## src/rtl/uart_cmd_pkg.sv

```systemverilog
// Shared types and constants for the UART command parser: command table,
// ASCII control codes, receiver state encoding and small helpers.
package uart_cmd_pkg;

  localparam int unsigned N_CMD       = 8;
  localparam int unsigned CMD_W       = 3;
  localparam int unsigned CMD_MAX_LEN = 5;
  localparam int unsigned CMD_LEN_W   = 3;

  typedef enum logic [CMD_W-1:0] {
    CMD_LED   = 3'd0,
    CMD_RS    = 3'd1,
    CMD_RESET = 3'd2,
    CMD_CLEAR = 3'd3,
    CMD_SR    = 3'd4,
    CMD_DHT   = 3'd5,
    CMD_UP    = 3'd6,
    CMD_DOWN  = 3'd7
  } cmd_id_e;

  typedef enum logic [2:0] {
    RX_IDLE      = 3'd0,
    RX_START     = 3'd1,
    RX_DATA      = 3'd2,
    RX_STOP      = 3'd3,
    RX_WAIT_IDLE = 3'd4
  } rx_state_e;

  localparam logic [7:0] ASCII_CR = 8'h0D;
  localparam logic [7:0] ASCII_LF = 8'h0A;
  localparam logic [7:0] ASCII_BS = 8'h08;

  // Strings are right-justified; entry N_CMD-1 is leftmost in the literal.
  localparam logic [N_CMD-1:0][8*CMD_MAX_LEN-1:0] CMD_STR = {
    40'("DOWN"), 40'("UP"), 40'("DHT"), 40'("SR"),
    40'("CLEAR"), 40'("RESET"), 40'("R/S"), 40'("LED")
  };

  localparam logic [N_CMD-1:0][CMD_LEN_W-1:0] CMD_LEN = {
    3'd4, 3'd2, 3'd3, 3'd2, 3'd5, 3'd5, 3'd3, 3'd3
  };

  // Character pos (0 = first typed) of table entry id; 0 beyond its length.
  function automatic logic [7:0] cmd_char(input int unsigned id, input int unsigned pos);
    int unsigned len;
    len = 32'(CMD_LEN[id]);
    if (pos < len) return CMD_STR[id][8*(len-1-pos) +: 8];
    return 8'h00;
  endfunction

  function automatic logic [7:0] fold_char(input logic [7:0] c, input logic en);
    if (en && (c >= 8'h61) && (c <= 8'h7A)) return c - 8'h20;
    return c;
  endfunction

endpackage

```

## src/rtl/uart_rx_core.sv

```systemverilog
// Oversampled 8N1 receiver: rx synchroniser, tick divider and framing FSM.
// Delivers one byte strobe per good frame, or a frame-error strobe.
module uart_rx_core
  import uart_cmd_pkg::*;
#(
  parameter int unsigned CLK_FREQ   = 100_000_000,
  parameter int unsigned BAUD       = 9600,
  parameter int unsigned OVERSAMPLE = 16
) (
  input  logic       clk,
  input  logic       rst_n,
  input  logic       i_rx,
  output logic [7:0] o_byte,
  output logic       o_byte_valid,
  output logic       o_frame_err,
  output logic       o_busy
);

  localparam int unsigned DIV   = CLK_FREQ / (BAUD * OVERSAMPLE);
  localparam int unsigned DIV_W = (DIV > 1) ? $clog2(DIV) : 1;
  localparam int unsigned OS_W  = $clog2(OVERSAMPLE);

  logic             r_rx_meta, r_rx_sync;
  logic [DIV_W-1:0] r_div_cnt;
  logic             w_tick;

  rx_state_e        r_state, w_state_nxt;
  logic [OS_W-1:0]  r_os_cnt, w_os_nxt;
  logic [2:0]       r_bit_idx, w_bit_nxt;
  logic [7:0]       r_shift, w_shift_nxt;
  logic             r_byte_valid, w_valid_nxt;
  logic             r_frame_err, w_ferr_nxt;
  logic             r_busy, w_busy_nxt;

  always_ff @(posedge clk or negedge rst_n) begin
    if (!rst_n) begin
      r_rx_meta <= 1'b1;
      r_rx_sync <= 1'b1;
    end else begin
      r_rx_meta <= i_rx;
      r_rx_sync <= r_rx_meta;
    end
  end

  // Free-running oversample tick; the sample phase is set by r_os_cnt.
  assign w_tick = (r_div_cnt == DIV_W'(DIV - 1));

  always_ff @(posedge clk or negedge rst_n) begin
    if (!rst_n)      r_div_cnt <= '0;
    else if (w_tick) r_div_cnt <= '0;
    else             r_div_cnt <= r_div_cnt + DIV_W'(1);
  end

  always_ff @(posedge clk or negedge rst_n) begin
    if (!rst_n) begin
      r_state      <= RX_IDLE;
      r_os_cnt     <= '0;
      r_bit_idx    <= '0;
      r_shift      <= '0;
      r_byte_valid <= 1'b0;
      r_frame_err  <= 1'b0;
      r_busy       <= 1'b0;
    end else begin
      r_state      <= w_state_nxt;
      r_os_cnt     <= w_os_nxt;
      r_bit_idx    <= w_bit_nxt;
      r_shift      <= w_shift_nxt;
      r_byte_valid <= w_valid_nxt;
      r_frame_err  <= w_ferr_nxt;
      r_busy       <= w_busy_nxt;
    end
  end

  always_comb begin
    w_state_nxt = r_state;
    w_os_nxt    = r_os_cnt;
    w_bit_nxt   = r_bit_idx;
    w_shift_nxt = r_shift;
    w_valid_nxt = 1'b0;
    w_ferr_nxt  = 1'b0;
    unique case (r_state)
      RX_IDLE: begin
        if (!r_rx_sync) begin
          w_state_nxt = RX_START;
          w_os_nxt    = '0;
        end
      end
      RX_START: begin
        if (w_tick) begin
          if (r_os_cnt == OS_W'(OVERSAMPLE/2 - 1)) begin
            w_os_nxt = '0;
            if (r_rx_sync) begin
              w_state_nxt = RX_IDLE;
            end else begin
              w_state_nxt = RX_DATA;
              w_bit_nxt   = '0;
            end
          end else begin
            w_os_nxt = r_os_cnt + OS_W'(1);
          end
        end
      end
      RX_DATA: begin
        if (w_tick) begin
          if (r_os_cnt == OS_W'(OVERSAMPLE - 1)) begin
            w_os_nxt    = '0;
            w_shift_nxt = {r_rx_sync, r_shift[7:1]};
            if (r_bit_idx == 3'd7) w_state_nxt = RX_STOP;
            else                   w_bit_nxt   = r_bit_idx + 3'd1;
          end else begin
            w_os_nxt = r_os_cnt + OS_W'(1);
          end
        end
      end
      RX_STOP: begin
        if (w_tick) begin
          if (r_os_cnt == OS_W'(OVERSAMPLE - 1)) begin
            w_os_nxt = '0;
            if (r_rx_sync) begin
              w_valid_nxt = 1'b1;
              w_state_nxt = RX_IDLE;
            end else begin
              w_ferr_nxt  = 1'b1;
              w_state_nxt = RX_WAIT_IDLE;
            end
          end else begin
            w_os_nxt = r_os_cnt + OS_W'(1);
          end
        end
      end
      RX_WAIT_IDLE: begin
        if (r_rx_sync) w_state_nxt = RX_IDLE;
      end
      default: w_state_nxt = RX_IDLE;
    endcase
    w_busy_nxt = (w_state_nxt == RX_DATA) || (w_state_nxt == RX_STOP);
  end

  assign o_byte       = r_shift;
  assign o_byte_valid = r_byte_valid;
  assign o_frame_err  = r_frame_err;
  assign o_busy       = r_busy;

endmodule

```

## src/rtl/uart_cmd_parser.sv

```systemverilog
// UART line receiver and ASCII command decoder: buffers one line, handles
// backspace and case folding, and strobes the matching command or an error.
module uart_cmd_parser
  import uart_cmd_pkg::*;
#(
  parameter int unsigned CLK_FREQ   = 100_000_000,
  parameter int unsigned BAUD       = 9600,
  parameter int unsigned OVERSAMPLE = 16,
  parameter int unsigned MAX_LEN    = 8,
  parameter int unsigned CASE_FOLD  = 1
) (
  input  logic             clk,
  input  logic             rst_n,
  input  logic             rx,
  output logic             cmd_valid,
  output logic [CMD_W-1:0] cmd_id,
  output logic [N_CMD-1:0] cmd_pulse,
  output logic             led,
  output logic             unknown_cmd,
  output logic             overflow_err,
  output logic             frame_err,
  output logic             busy
);

  localparam int unsigned LEN_W = $clog2(MAX_LEN + 1);
  localparam int unsigned IDX_W = $clog2(MAX_LEN);

  logic [7:0]       w_byte;
  logic             w_byte_valid;
  logic             w_is_term;
  logic [7:0]       r_buf [MAX_LEN];
  logic [LEN_W-1:0] r_len;
  logic             r_ovf;
  logic [N_CMD-1:0] w_match;
  logic [CMD_W-1:0] w_id;

  logic             r_cmd_valid, r_led, r_unknown, r_ovf_err;
  logic [CMD_W-1:0] r_cmd_id;
  logic [N_CMD-1:0] r_cmd_pulse;

  uart_rx_core #(
    .CLK_FREQ   (CLK_FREQ),
    .BAUD       (BAUD),
    .OVERSAMPLE (OVERSAMPLE)
  ) u_rx (
    .clk          (clk),
    .rst_n        (rst_n),
    .i_rx         (rx),
    .o_byte       (w_byte),
    .o_byte_valid (w_byte_valid),
    .o_frame_err  (frame_err),
    .o_busy       (busy)
  );

  assign w_is_term = (w_byte == ASCII_CR) || (w_byte == ASCII_LF);

  // Line buffer editing; a terminator on an empty line is ignored entirely.
  always_ff @(posedge clk or negedge rst_n) begin
    if (!rst_n) begin
      for (int i = 0; i < MAX_LEN; i++) r_buf[IDX_W'(i)] <= '0;
      r_len <= '0;
      r_ovf <= 1'b0;
    end else if (w_byte_valid) begin
      if (w_is_term) begin
        if (r_len != '0) begin
          r_len <= '0;
          r_ovf <= 1'b0;
        end
      end else if (w_byte == ASCII_BS) begin
        if (r_len != '0) r_len <= r_len - LEN_W'(1);
      end else if (r_len < LEN_W'(MAX_LEN)) begin
        r_buf[IDX_W'(r_len)] <= fold_char(w_byte, CASE_FOLD != 0);
        r_len                <= r_len + LEN_W'(1);
      end else begin
        r_ovf <= 1'b1;
      end
    end
  end

  // Exact match: length and every character; table entries are distinct.
  always_comb begin
    w_match = '0;
    w_id    = '0;
    for (int k = 0; k < N_CMD; k++) begin
      w_match[k] = (r_len == LEN_W'(CMD_LEN[k]));
      for (int i = 0; i < CMD_MAX_LEN; i++) begin
        if ((i < int'(CMD_LEN[k])) && (r_buf[IDX_W'(i)] != cmd_char(k, i)))
          w_match[k] = 1'b0;
      end
      if (w_match[k]) w_id = CMD_W'(k);
    end
  end

  always_ff @(posedge clk or negedge rst_n) begin
    if (!rst_n) begin
      r_cmd_valid <= 1'b0;
      r_cmd_id    <= '0;
      r_cmd_pulse <= '0;
      r_led       <= 1'b0;
      r_unknown   <= 1'b0;
      r_ovf_err   <= 1'b0;
    end else begin
      r_cmd_valid <= 1'b0;
      r_cmd_id    <= '0;
      r_cmd_pulse <= '0;
      r_unknown   <= 1'b0;
      r_ovf_err   <= 1'b0;
      if (w_byte_valid && w_is_term && (r_len != '0)) begin
        if (r_ovf) begin
          r_ovf_err <= 1'b1;
        end else if (|w_match) begin
          r_cmd_valid <= 1'b1;
          r_cmd_id    <= w_id;
          r_cmd_pulse <= w_match;
          if (w_id == CMD_LED) r_led <= ~r_led;
        end else begin
          r_unknown <= 1'b1;
        end
      end
    end
  end

  assign cmd_valid    = r_cmd_valid;
  assign cmd_id       = r_cmd_id;
  assign cmd_pulse    = r_cmd_pulse;
  assign led          = r_led;
  assign unknown_cmd  = r_unknown;
  assign overflow_err = r_ovf_err;

endmodule

```

## config.mk

```make
export PLATFORM = sky130hd
export DESIGN_NAME = uart_cmd_parser
export DESIGN_NICKNAME = d
export VERILOG_FILES = /design/src/rtl/uart_cmd_pkg.sv /design/src/rtl/uart_rx_core.sv /design/src/rtl/uart_cmd_parser.sv
export SDC_FILE = /design/constraint.sdc
export NUM_CORES = 1
export LEC_CHECK = 0
export CORE_MARGIN = 3
export CORE_UTILIZATION = 65
export CTS_BUF_LIST = sky130_fd_sc_hd__clkbuf_8
export DETAILED_ROUTE_END_ITERATION = 7
export PLACE_DENSITY = 0.85
export SYNTH_ARGS = -nofsm -noshare
export SYNTH_HDL_FRONTEND = slang
export SYNTH_SLANG_ARGS = --single-unit
```

## constraint.sdc

```tcl
create_clock -name clk -period 7 [get_ports clk]
set_input_delay 1.75 -clock clk [delete_from_list [all_inputs] [get_ports clk]]
set_output_delay 1.75 -clock clk [all_outputs]
set_load 0.005 [all_outputs]
```

Word-level counts from Yosys, hierarchy flattened
Cells that the tools add are included.

Add/sub/neg operators: 6. Order comparisons: 5. Equality and inequality tests: 50. Muxes and demuxes: 103. Bitwise operators: 5. Reduce and logical (&&, ||, !) cells: 22.

Operator list (number): inequality test 8 x 7 -> 1 bit, second input constant (20); two-way mux 8 bit (10); two-way mux 3 bit (25); bitwise mux 64 bit (1); two-way mux 1 bit (51); two-way mux 4 bit (10); demux 8 bit (select 3 bit) (1); equality test 8 x 4 -> 1 bit, second input constant (3); AND reduction 4 bit (5); case mux 3 bit (5 select lines) (1); inequality test 2 x 1 -> 1 bit, second input constant (7); equality test 3 x 2 -> 1 bit, second input constant (4); equality test 4 x 3 -> 1 bit, second input constant (3); case mux 4 bit (3 select lines) (1); adder 10 x 1 -> 10 bit, second input constant (1); equality test 10 bit, second input constant (1); two-way mux 10 bit (1); inequality test 2 bit, second input constant (5); adder 4 x 1 -> 4 bit, second input constant (2); equality test 4 x 2 -> 1 bit, second input constant (2); >= comparator 8 x 7 -> 1 bit, second input constant (1); <= comparator 8 x 7 -> 1 bit, second input constant (1); inequality test 8 x 6 -> 1 bit, second input constant (1); OR reduction 8 bit (1); other kinds (23) (33).

Flip-flop bits (word level): 117. Input bits: 3. Output and inout port bits: 17. Logic and storage cells: 217.

Logic depth before layout (Yosys ltp)
Gate-level depths: netlist (run 1).

Depth after elaboration: 14. Gate-level depth with buffers: 10. Mapped depth without buffers: 9.

Modules after synthesis
A second synthesis (run 1) with hierarchy kept.

Cell total of the unflattened synthesis: 356. Area total of the unflattened synthesis: 4200.3 um^2.

Modules (own cells, without submodules): uart_cmd_parser (times used 1, cells an instance 214, area each 2586.2 um^2, sequential area each 1301.2 um^2); uart_rx_core (times used 1, cells an instance 142, area each 1614.0 um^2, sequential area each 828.3 um^2).

Worst setup path after synthesis (run 1)
No wires, ideal clock.

Path type: register -> register. Start: reg u_rx.r_shift[4], in the netlist u_rx.o_byte[4]. End: reg r_len[3]. Library setup time: 131 ps. Arrival time: 2110 ps. Data required time: 6869 ps. Path slack: 4759 ps. Stages on the path, launching flop included: 11. Buffers on the path: 1. Clock period less this slack: 2241 ps. Path through: dfrtp_1 -> buf_2 -> nor4_4 -> nand3_1 -> inv_1 -> ha_1 -> a21o_1 -> a21o_1 -> o21a_1 -> a311oi_1 -> o22ai_1.

Longest elaborated chain between the ends: 4. Elaborated cells between the ends (all ways): 10. Those cells by class: 5 x eq/ne; 2 x mux; 3 x reduce/logical.

RTL lines: start, declared (RTL line uart_rx_core.sv:30) `logic [7:0] r_shift, w_shift_nxt;`; start signal, assigned (RTL line uart_rx_core.sv:67) `r_shift <= w_shift_nxt;`; equality test 8 x 4 -> 1 bit (RTL line uart_cmd_parser.sv:55) `assign w_is_term = (w_byte == ASCII_CR) || (w_byte == ASCII_LF);`; logical OR 1 bit (RTL line uart_cmd_parser.sv:55); inequality test 2 x 1 -> 1 bit (no line) / nonzero test 3 bit (equally long branches); AND reduction 4 bit (no line); end signal, assigned (RTL line uart_cmd_parser.sv:70) `if (r_len != '0) r_len <= r_len - LEN_W'(1);`; end signal, assigned (RTL line uart_cmd_parser.sv:73) `r_len <= r_len + LEN_W'(1);`; end, declared (RTL line uart_cmd_parser.sv:32) `logic [LEN_W-1:0] r_len;`.

Several ways; a longest one is shown, not always the timed one. A chain may end at the register's enable or synchronous reset.

Worst setup path in the final report (run 1)
Start: reg r_led, in the netlist led. End: out led.

RTL lines: start, declared (RTL line uart_cmd_parser.sv:37) `logic r_cmd_valid, r_led, r_unknown, r_ovf_err;`; start signal, assigned (RTL line uart_cmd_parser.sv:115) `if (w_id == CMD_LED) r_led <= ~r_led;`; end, declared (RTL line uart_cmd_parser.sv:18) `output logic led,`.

No word-level cell between the ends.

==> results.toml, run 1 <==
[run_status]
outcome = "finished clean"

[worst_setup_path]
r2r_setup_slack_ps = 4370
critPathCaptureType = "primary output"
ff2ff_path_depth = 6
crit_path_end = "led"
timing.rr.start = "u_rx.r_div_cnt[0]$_DFF_PN0_"
crit_cells = 1
reg2reg_to = "u_rx.o_byte[0]$_DFFE_PN0P_"
slowest_stage = "clkdlybuf4s50_1"
start_kind = "flip-flop"
path_class = "flip-flop to primary output"
crit_required_ps = 5250
slowest_delay_ps = 510
cp_cell_sequence = "clkdlybuf4s50_1"
cp.arrival_ps = 1230
path_buf_inv = 1
worst_path_dominant_cell_family = "buffers and inverters"
crit_fanout = 2
startpoint = "led$_DFFE_PN0P_"

[timing]
timing.fmax_mhz = 336
fin_crit_ps = 2980
fin_worst_skew_ps = 10.9
setup_viol = 0
slew_violations = 0
setup_tns_ps = 0
rsz0062_at_grt = "no"
hold_viol_final = 0
tightest_slew_ps = 1060
slew_headroom_pct = 28.5
fin_crit_sh_pct = 42.6

[routing]
drt-total-wl_um = 7850
drt_iter0_drc = 218
drt_first_pass_iters = 4
wl_per_cell_um = 17.3
vias = 2809
route.detailed.drc = 0
vias_per_cell = 6.20
ant_nets = 0

[clocking]
cts_sinks = 85
clk_pin_slew_worst_paths_ps = 80
post-cts-setup-buffers = 0
ctsLongestPathBuffers = 2
clk_latency_ps = 360
htree_levels = 3
holdBufCountCts = 0
cts_buffers = 9
cts_resized = 0
clockRootBuffer = "clkbuf_8"
cts_tree = "done"

[synthesis]
synthTopCellsByArea = "dfrtp_1 (51%), mux2_2 (12%), nor2_1 (3.1%), ha_1 (2.5%), nand2_1 (1.7%)"
synthesis.area_mm2 = 0.00409
synth_top_cell_by_area = "dfrtp_1"
syn_inst = 355
ys.flop_type = "dfrtp_1"
ys_ff_latch = 85
synthesis.nets = 367
synth.distinct_cells = 59
yosys_warnings = 0
synth_top_area_share_pct = 50.8
post_synth.cell_area_avg_um2 = 11.5
yosysSeqAreaShare_pct = 52.1
synth_edf_count = 0
async_flop_share_pct = 100

[layout]
area_growth_pct = 11.4
mostFrequentLayoutCells = "dfrtp_1 (83), mux2_2 (43), nor2_1 (34)"
final_common_cell = "dfrtp_1"
final_nets = 385
design_area_mm2 = 0.00455
drive_above_1_share_pct = 19.0
diodes = 0
final_cells = 453

[global_route]
grt_pass1_vias = 2813
grtUsageMet2_pct = 37.9
grt_use_total_pct = 23.4
top_usage_layer = "met2"
grt_max_degree = 86
gr-usage-met3_pct = 3.88
grt-ovfl-total = 0
grt_pass1_wl_um = 13300
met1_usage_pct = 31.0
grt_antenna_before_repair = 0

[pwr]
switching_share_pct = 20.4
total_power_mw = 0.915
internal-power_mw = 0.728
power_frac_comb_pct = 1.1
p_leak_nw = 2.12
vdd_drop_max_mv = 0.138
p_seq_share_pct = 53.8
clock_power_share_pct = 45.1
p_switching_mw = 0.187
p_per_area_mw_per_mm2 = 201

[placed_design]
gp_congestion = 0.922
dp.cells = 437
port_buffers = 19
placed_area_mm2 = 0.00431
hpwl_um = 5420

[floorplanning]
io_pins = 20
core-area_mm2 = 0.00599
dieHeight_um = 85.3
die_area_mm2 = 0.00727
start_util_pct = 68.2
fp-row-count = 28
die_width_um = 85.3

[hold_path]
hp-class = "flip-flop to flip-flop"

[run]
cap_violations = 0
metal layers:
metal	up-vias	part of all wire [%]
met4	0	2.1
met5	-	0
li1	1331	-
met3	15	3.5
met2	54	48
met1	1409	46
flip-flops by register name (all words and copies together) (netlist names), 3 cells and up:
signal and flops:
u_rx.r_bit_idx 3, cmd_pulse 8, u_rx.r_div_cnt 10, r_buf 32, u_rx.o_byte 8, u_rx.r_os_cnt 4, u_rx.r_state 3, cmd_id 3
r_len 4
worst register-to-register path, stage by stage (launching register included):
cell	delay, ps
dfrtp_1	430
inv_1	80
ha_1	140
nand3b_1	120
nor4_2	810
nand2_1	520
mux2_2	430
stage by stage:
step,utilization [%],hold slack [ps],worst slack [ps]
floorplan,-,345,4760
global placement,72.0,346,4370
detailed placement,72.0,347,4320
CTS,75.9,359,4000
global route,75.9,363,3990
finish,75.9,359,4020
how the worst min path moves through the flow:
| stage | startpoint | endpoint | slack [ps] | cells after the start |
|---|---|---|---|---|
| after CTS | u_rx.r_rx_meta$_DFF_PN1_ | u_rx.r_rx_sync$_DFF_PN1_ | 360 | 0 |
| after global routing | u_rx.r_rx_meta$_DFF_PN1_ | u_rx.r_rx_sync$_DFF_PN1_ | 360 | 0 |
| after floorplan | u_rx.r_rx_meta$_DFF_PN1_ | u_rx.r_rx_sync$_DFF_PN1_ | 350 | 0 |
| after global placement | u_rx.r_rx_meta$_DFF_PN1_ | u_rx.r_rx_sync$_DFF_PN1_ | 350 | 0 |
| final | u_rx.r_rx_meta$_DFF_PN1_ | u_rx.r_rx_sync$_DFF_PN1_ | 360 | 0 |
| after detailed placement | u_rx.r_rx_meta$_DFF_PN1_ | u_rx.r_rx_sync$_DFF_PN1_ | 350 | 0 |
power by group through the flow:
stage          Sequential [mW]  Clock (mW)  Combinational [mW]
4_1_cts                  0.492       0.419              0.0108
3_3_place_gp             0.502           0              0.0103
6_report                 0.492       0.413              0.0100
2_1_floorplan            0.502           0            0.000164
5_1_grt                  0.493       0.439              0.0119
3_5_place_dp             0.502           0              0.0107
Yosys cell counts, types with 3 or more instances:
cell      number
a21o_1         3
a21oi_1        5
a31oi_1        3
and3_1         5
and3b_1        4
buf_2          3
clkbuf_1       8
dfrtp_1       83
ha_1           8
inv_1         12
mux2_2        43
nand2_1       18
nand2b_1       3
nand3_1        7
nand3b_1       7
nand4_1        8
nor2_1        34
nor2b_1        9
nor3_1         6
nor3b_1        4
nor4_1         5
nor4b_1        5
nor4bb_1       4
o21ai_0        9
or3_1          4
or4_4          3
xnor2_1        7
xor2_1         3
final cells by class:
type	count	area (µm²)
clock inverters	7	115
inverters	12	45.0
flip-flops and latches	85	2130
fillers	391	1440
multi-input cells	246	1850
repair buffers	19	188
clock buffers	9	124
well taps	75	93.8
cells by family after synthesis:
logic type	synth area share [%]
AO/OA/AOI/OAI	6.80
buffers and inverters	2.48
XOR/XNOR	2.14
AND/OR/NAND/NOR	21.3
adder cells (fa/ha/maj)	2.94
flip-flops	52.1
multiplexers	12.2
Power figures use the tool's default switching activity.
==> inputs of run 2 (changes only) <==
Settings changed: CORE_UTILIZATION 65 to 62, PLACE_DENSITY 0.85 to 0.82.
Clock period 7 ns to 2.9 ns, I/O delays scaled along.
==> run 2 against run 1 <==
Effect of this change: global-route usage rose by 0.22 points; critical path type is now flip-flop to flip-flop; clock-buffer cell count unchanged; die area rose by 4.5%; largest power group unchanged; highest routed layer unchanged; final cell count up 0.44%.
==> results.toml, run 2 (synthesis results as in run 1) <==
[layout]
top_regs = "r_buf x32, u_rx.r_div_cnt x10"
area_growth_pct = 10.9
largest_register_ffs = 32
final_nets = 387
regMostFlops = "r_buf"
final_cells = 455
final_common_cell = "dfrtp_1"
diodes = 0
drive_above_1_share_pct = 19.5
final_core_util_pct = 73.9
design_area_mm2 = 0.00453
mostFrequentLayoutCells = "dfrtp_1 (83), mux2_2 (43), nor2_1 (34)"

[clocking]
holdBufCountCts = 0
post-cts-setup-buffers = 0
cts_resized = 0
cts_buffers = 9
clockRootBuffer = "clkbuf_8"
clk_latency_ps = 360
clk_pin_slew_worst_paths_ps = 90
cts_sinks = 85
cts_tree = "done"
htree_levels = 3
ctsLongestPathBuffers = 2

[global_route]
grt_use_total_pct = 23.6
grt_antenna_before_repair = 0
grt_max_degree = 50
grt_pass1_vias = 2746
grt_pass1_wl_um = 13900
grt-ovfl-total = 0

[floorplanning]
fp-row-count = 28
die_area_mm2 = 0.00760
core-area_mm2 = 0.00613
dieHeight_um = 87.2
die_width_um = 87.2
start_util_pct = 66.6
io_pins = 20

[worst_setup_path]
path_class = "flip-flop to flip-flop"
crit_required_ps = 3140
start_kind = "flip-flop"
critPathCaptureType = "flip-flop"
crit_fanout = 9
cp.arrival_ps = 2710

[timing]
slew_violations = 0
rsz0062_at_grt = "no"
tightest_slew_ps = 661
timing.fmax_mhz = 405
fin_worst_skew_ps = 8.48
fin_crit_sh_pct = 85.1
fin_ws_ps = 433
slew_headroom_pct = 55.8
hold_viol_final = 0
finalHoldWorstSlack_ps = 314
fin_crit_ps = 2470
setup_viol = 0
setup_tns_ps = 0

[routing]
drt_iter0_drc = 246
vias = 2783
vias_per_cell = 6.12
ant_nets = 0
drt_first_pass_iters = 4
route.detailed.drc = 0
wl_per_cell_um = 17.5
drt-total-wl_um = 7950

[pwr]
p_per_area_mw_per_mm2 = 450
total_power_mw = 2.04
p_leak_nw = 2.11
vdd_drop_max_mv = 0.392

[placed_design]
placed_area_mm2 = 0.00434
gp_congestion = 0.990
place_ws_ps = 447
dp.cells = 439
port_buffers = 19
hpwl_um = 5750

[run]
cap_violations = 0

[run_status]
outcome = "finished clean"

[hold_path]
hp-class = "input pin to async pin"
run 2: final cells by class:
class                           instances  area, µm²
Clock buffer                            9        124
Clock inverter                          7       67.6
Fill cell                             428       1600
Inverter                               12       45.0
Multi-Input combinational cell        246       1850
Sequential cell                        85       2130
Tap cell                               75       93.8
Timing Repair Buffer                   21        215
run 2: power breakdown:
| group | total [mW] | switching [mW] | internal, mW |
|---|---|---|---|
| Combinational | 0.0273 | 0.0222 | 0.00508 |
| Clock | 0.821 | 0.428 | 0.393 |
| Sequential | 1.19 | 0.00214 | 1.19 |
run 2: critical path, cell delays in order (launching register included):
cell and delay [ps]:
dfrtp_1 490, nor4_4 380, nand3_1 230, inv_1 170, ha_1 240, a21o_1 170
a21o_1 200, o21a_1 170, a311oi_1 200, o22ai_1 90
run 2: per-layer routing:
metal / share of wire, % / wire [µm] / GRT usage, %
met2: 44 / 3470 / 34.4
met3: 5.5 / 436 / 5.68
met5: 0 / 0 / 0
met1: 50 / 3950 / 36.1
met4: 1.1 / 86 / 5.58
run 2: final timing paths:
check                                                end                       start  slack (ps)  cells after the start
worst min register to register  u_rx.r_rx_sync$_DFF_PN1_    u_rx.r_rx_meta$_DFF_PN1_         360                      0
worst max register to register      r_len[3]$_DFFE_PN0P_  u_rx.o_byte[4]$_DFFE_PN0P_         430                      9
worst min-delay path              cmd_pulse[7]$_DFF_PN0_                       rst_n         310                      1
worst max-delay path                r_len[3]$_DFFE_PN0P_  u_rx.o_byte[4]$_DFFE_PN0P_         430                      9
min in group clk                u_rx.r_rx_sync$_DFF_PN1_    u_rx.r_rx_meta$_DFF_PN1_         360                      0
max in group asynchronous       u_rx.r_rx_meta$_DFF_PN1_                       rst_n        1920                      2
==> inputs of run 3 (changes only) <==
Settings changed: CORE_MARGIN 3 to 4.
==> run 3 against run 2 <==
Effect of this change: clock power is 14% higher; final cell count up 0.44%; sequential power hardly changed; die area rose by 4.6%; non-clock buffer count unchanged; clock-buffer cell count grew 1; critical path depth unchanged; critical endpoint unchanged; largest cell class unchanged; maximum frequency is 3.1% lower; setup slack worse by 79 ps; highest routed layer unchanged; global-route usage decreased by 1.5 points; core utilization fell by 2.3 points.
==> results.toml, run 3 (synthesis results as in run 1) <==
[run_status]
outcome = "finished clean"

[pwr]
total_power_mw = 2.16
internal-power_mw = 1.71
p_switching_mw = 0.450
p_per_area_mw_per_mm2 = 471
p_leak_nw = 2.13
clock_power_share_pct = 43.6
power_frac_comb_pct = 1.3
switching_share_pct = 20.9
vdd_drop_max_mv = 0.434
p_seq_share_pct = 55.1

[layout]
final_cells = 457
design_area_mm2 = 0.00457
regMostFlops = "r_buf"
final_common_cell = "dfrtp_1"
top_regs = "r_buf x32, u_rx.r_div_cnt x10"
final.fill_count = 444
diodes = 0
final_core_util_pct = 71.6
area_growth_pct = 11.9
largest_register_ffs = 32
mostFrequentLayoutCells = "dfrtp_1 (83), mux2_2 (43), nor2_1 (34)"
final_nets = 387
drive_above_1_share_pct = 19.7

[floorplanning]
dieHeight_um = 89.2
start_util_pct = 64.0
core-area_mm2 = 0.00639
io_pins = 20
fp-row-count = 29
die_area_mm2 = 0.00795
die_width_um = 89.2

[routing]
drt_iter0_drc = 180
ant_nets = 0
met2_length_um = 3520
highest_layer = "met4"
route.detailed.drc = 0
met1_length_um = 3860
vias = 2818
dr_wl_met3_um = 340
drt_first_pass_iters = 4
vias_per_cell = 6.17
drt-total-wl_um = 7840
wl_per_cell_um = 17.2

[run]
cap_violations = 0

[timing]
timing.fmax_mhz = 393
setup_viol = 0
fin_ws_ps = 355
finalHoldWorstSlack_ps = 351
fin_crit_sh_pct = 87.8
hold_viol_final = 0
fin_crit_ps = 2550
setup_tns_ps = 0
slew_violations = 0
fin_worst_skew_ps = 9.54
slew_headroom_pct = 51.3
rsz0062_at_grt = "no"
tightest_slew_ps = 729

[global_route]
grt_max_degree = 44
grt-ovfl-total = 0
grt_antenna_before_repair = 0
grt_use_total_pct = 22.2
grt_pass1_wl_um = 13300
grt_pass1_vias = 2648

[clocking]
cts_tree = "done"
ctsLongestPathBuffers = 2
clk_pin_slew_worst_paths_ps = 80
cts_buffers = 9
holdBufCountCts = 0
htree_levels = 3
post-cts-setup-buffers = 0
clockRootBuffer = "clkbuf_8"
cts_sinks = 85
cts_resized = 0
clk_latency_ps = 350

[placed_design]
dp.cells = 441
port_buffers = 19
hpwl_um = 5660
place_ws_ps = 391
gp_congestion = 0.918
placed_area_mm2 = 0.00434

[hold_path]
hp-class = "input pin to async pin"

[worst_setup_path]
cp.arrival_ps = 2770
path_class = "flip-flop to flip-flop"
crit_required_ps = 3130
start_kind = "flip-flop"
crit_fanout = 9
critPathCaptureType = "flip-flop"
## run 3: worst paths after layout
kind                                            start                       end  slack [ps]  depth (start not counted)
max                        u_rx.o_byte[4]$_DFFE_PN0P_      r_len[3]$_DFFE_PN0P_         350                          9
max reg2reg                u_rx.o_byte[4]$_DFFE_PN0P_      r_len[3]$_DFFE_PN0P_         350                          9
min reg2reg                  u_rx.r_rx_meta$_DFF_PN1_  u_rx.r_rx_sync$_DFF_PN1_         370                          0
min                                             rst_n    cmd_pulse[7]$_DFF_PN0_         350                          1
max in group asynchronous                       rst_n  u_rx.r_rx_sync$_DFF_PN1_        1880                          2
min in group clk             u_rx.r_rx_meta$_DFF_PN1_  u_rx.r_rx_sync$_DFF_PN1_         370                          0
## run 3: cell type report
type,instances,area (µm²),area share [%]
Inverter,12,45.0,0.985
Tap cell,77,96.3,2.11
Clock inverter,6,93.8,2.05
Clock buffer,10,138,3.01
Timing Repair Buffer,21,215,4.71
Sequential cell,85,2130,46.6
Multi-Input combinational cell,246,1850,40.6
## run 3: power groups by stage
stage	sequential, mW	clock (mW)	combinational (mW)
after floorplan	1.21	0	0.000395
after global placement	1.21	0	0.0285
after detailed placement	1.21	0	0.0293
after CTS	1.19	0.959	0.0292
after global routing	1.19	1.01	0.0325
final	1.19	0.940	0.0271
## run 3: critical path: stages, from the launching register on
cell and delay, ps:
dfrtp_1 510, nor4_4 370, nand3_1 230, inv_1 190, ha_1 250, a21o_1 180, a21o_1 200, o21a_1 170
a311oi_1 230, o22ai_1 110
## run 3: layer usage
layer / vias to the layer above / global-route usage, %
met5: - / 0
met1: 1405 / 33.3
met4: 0 / 8.25
met3: 9 / 3.23
li1: 1339 / -
met2: 65 / 32.7
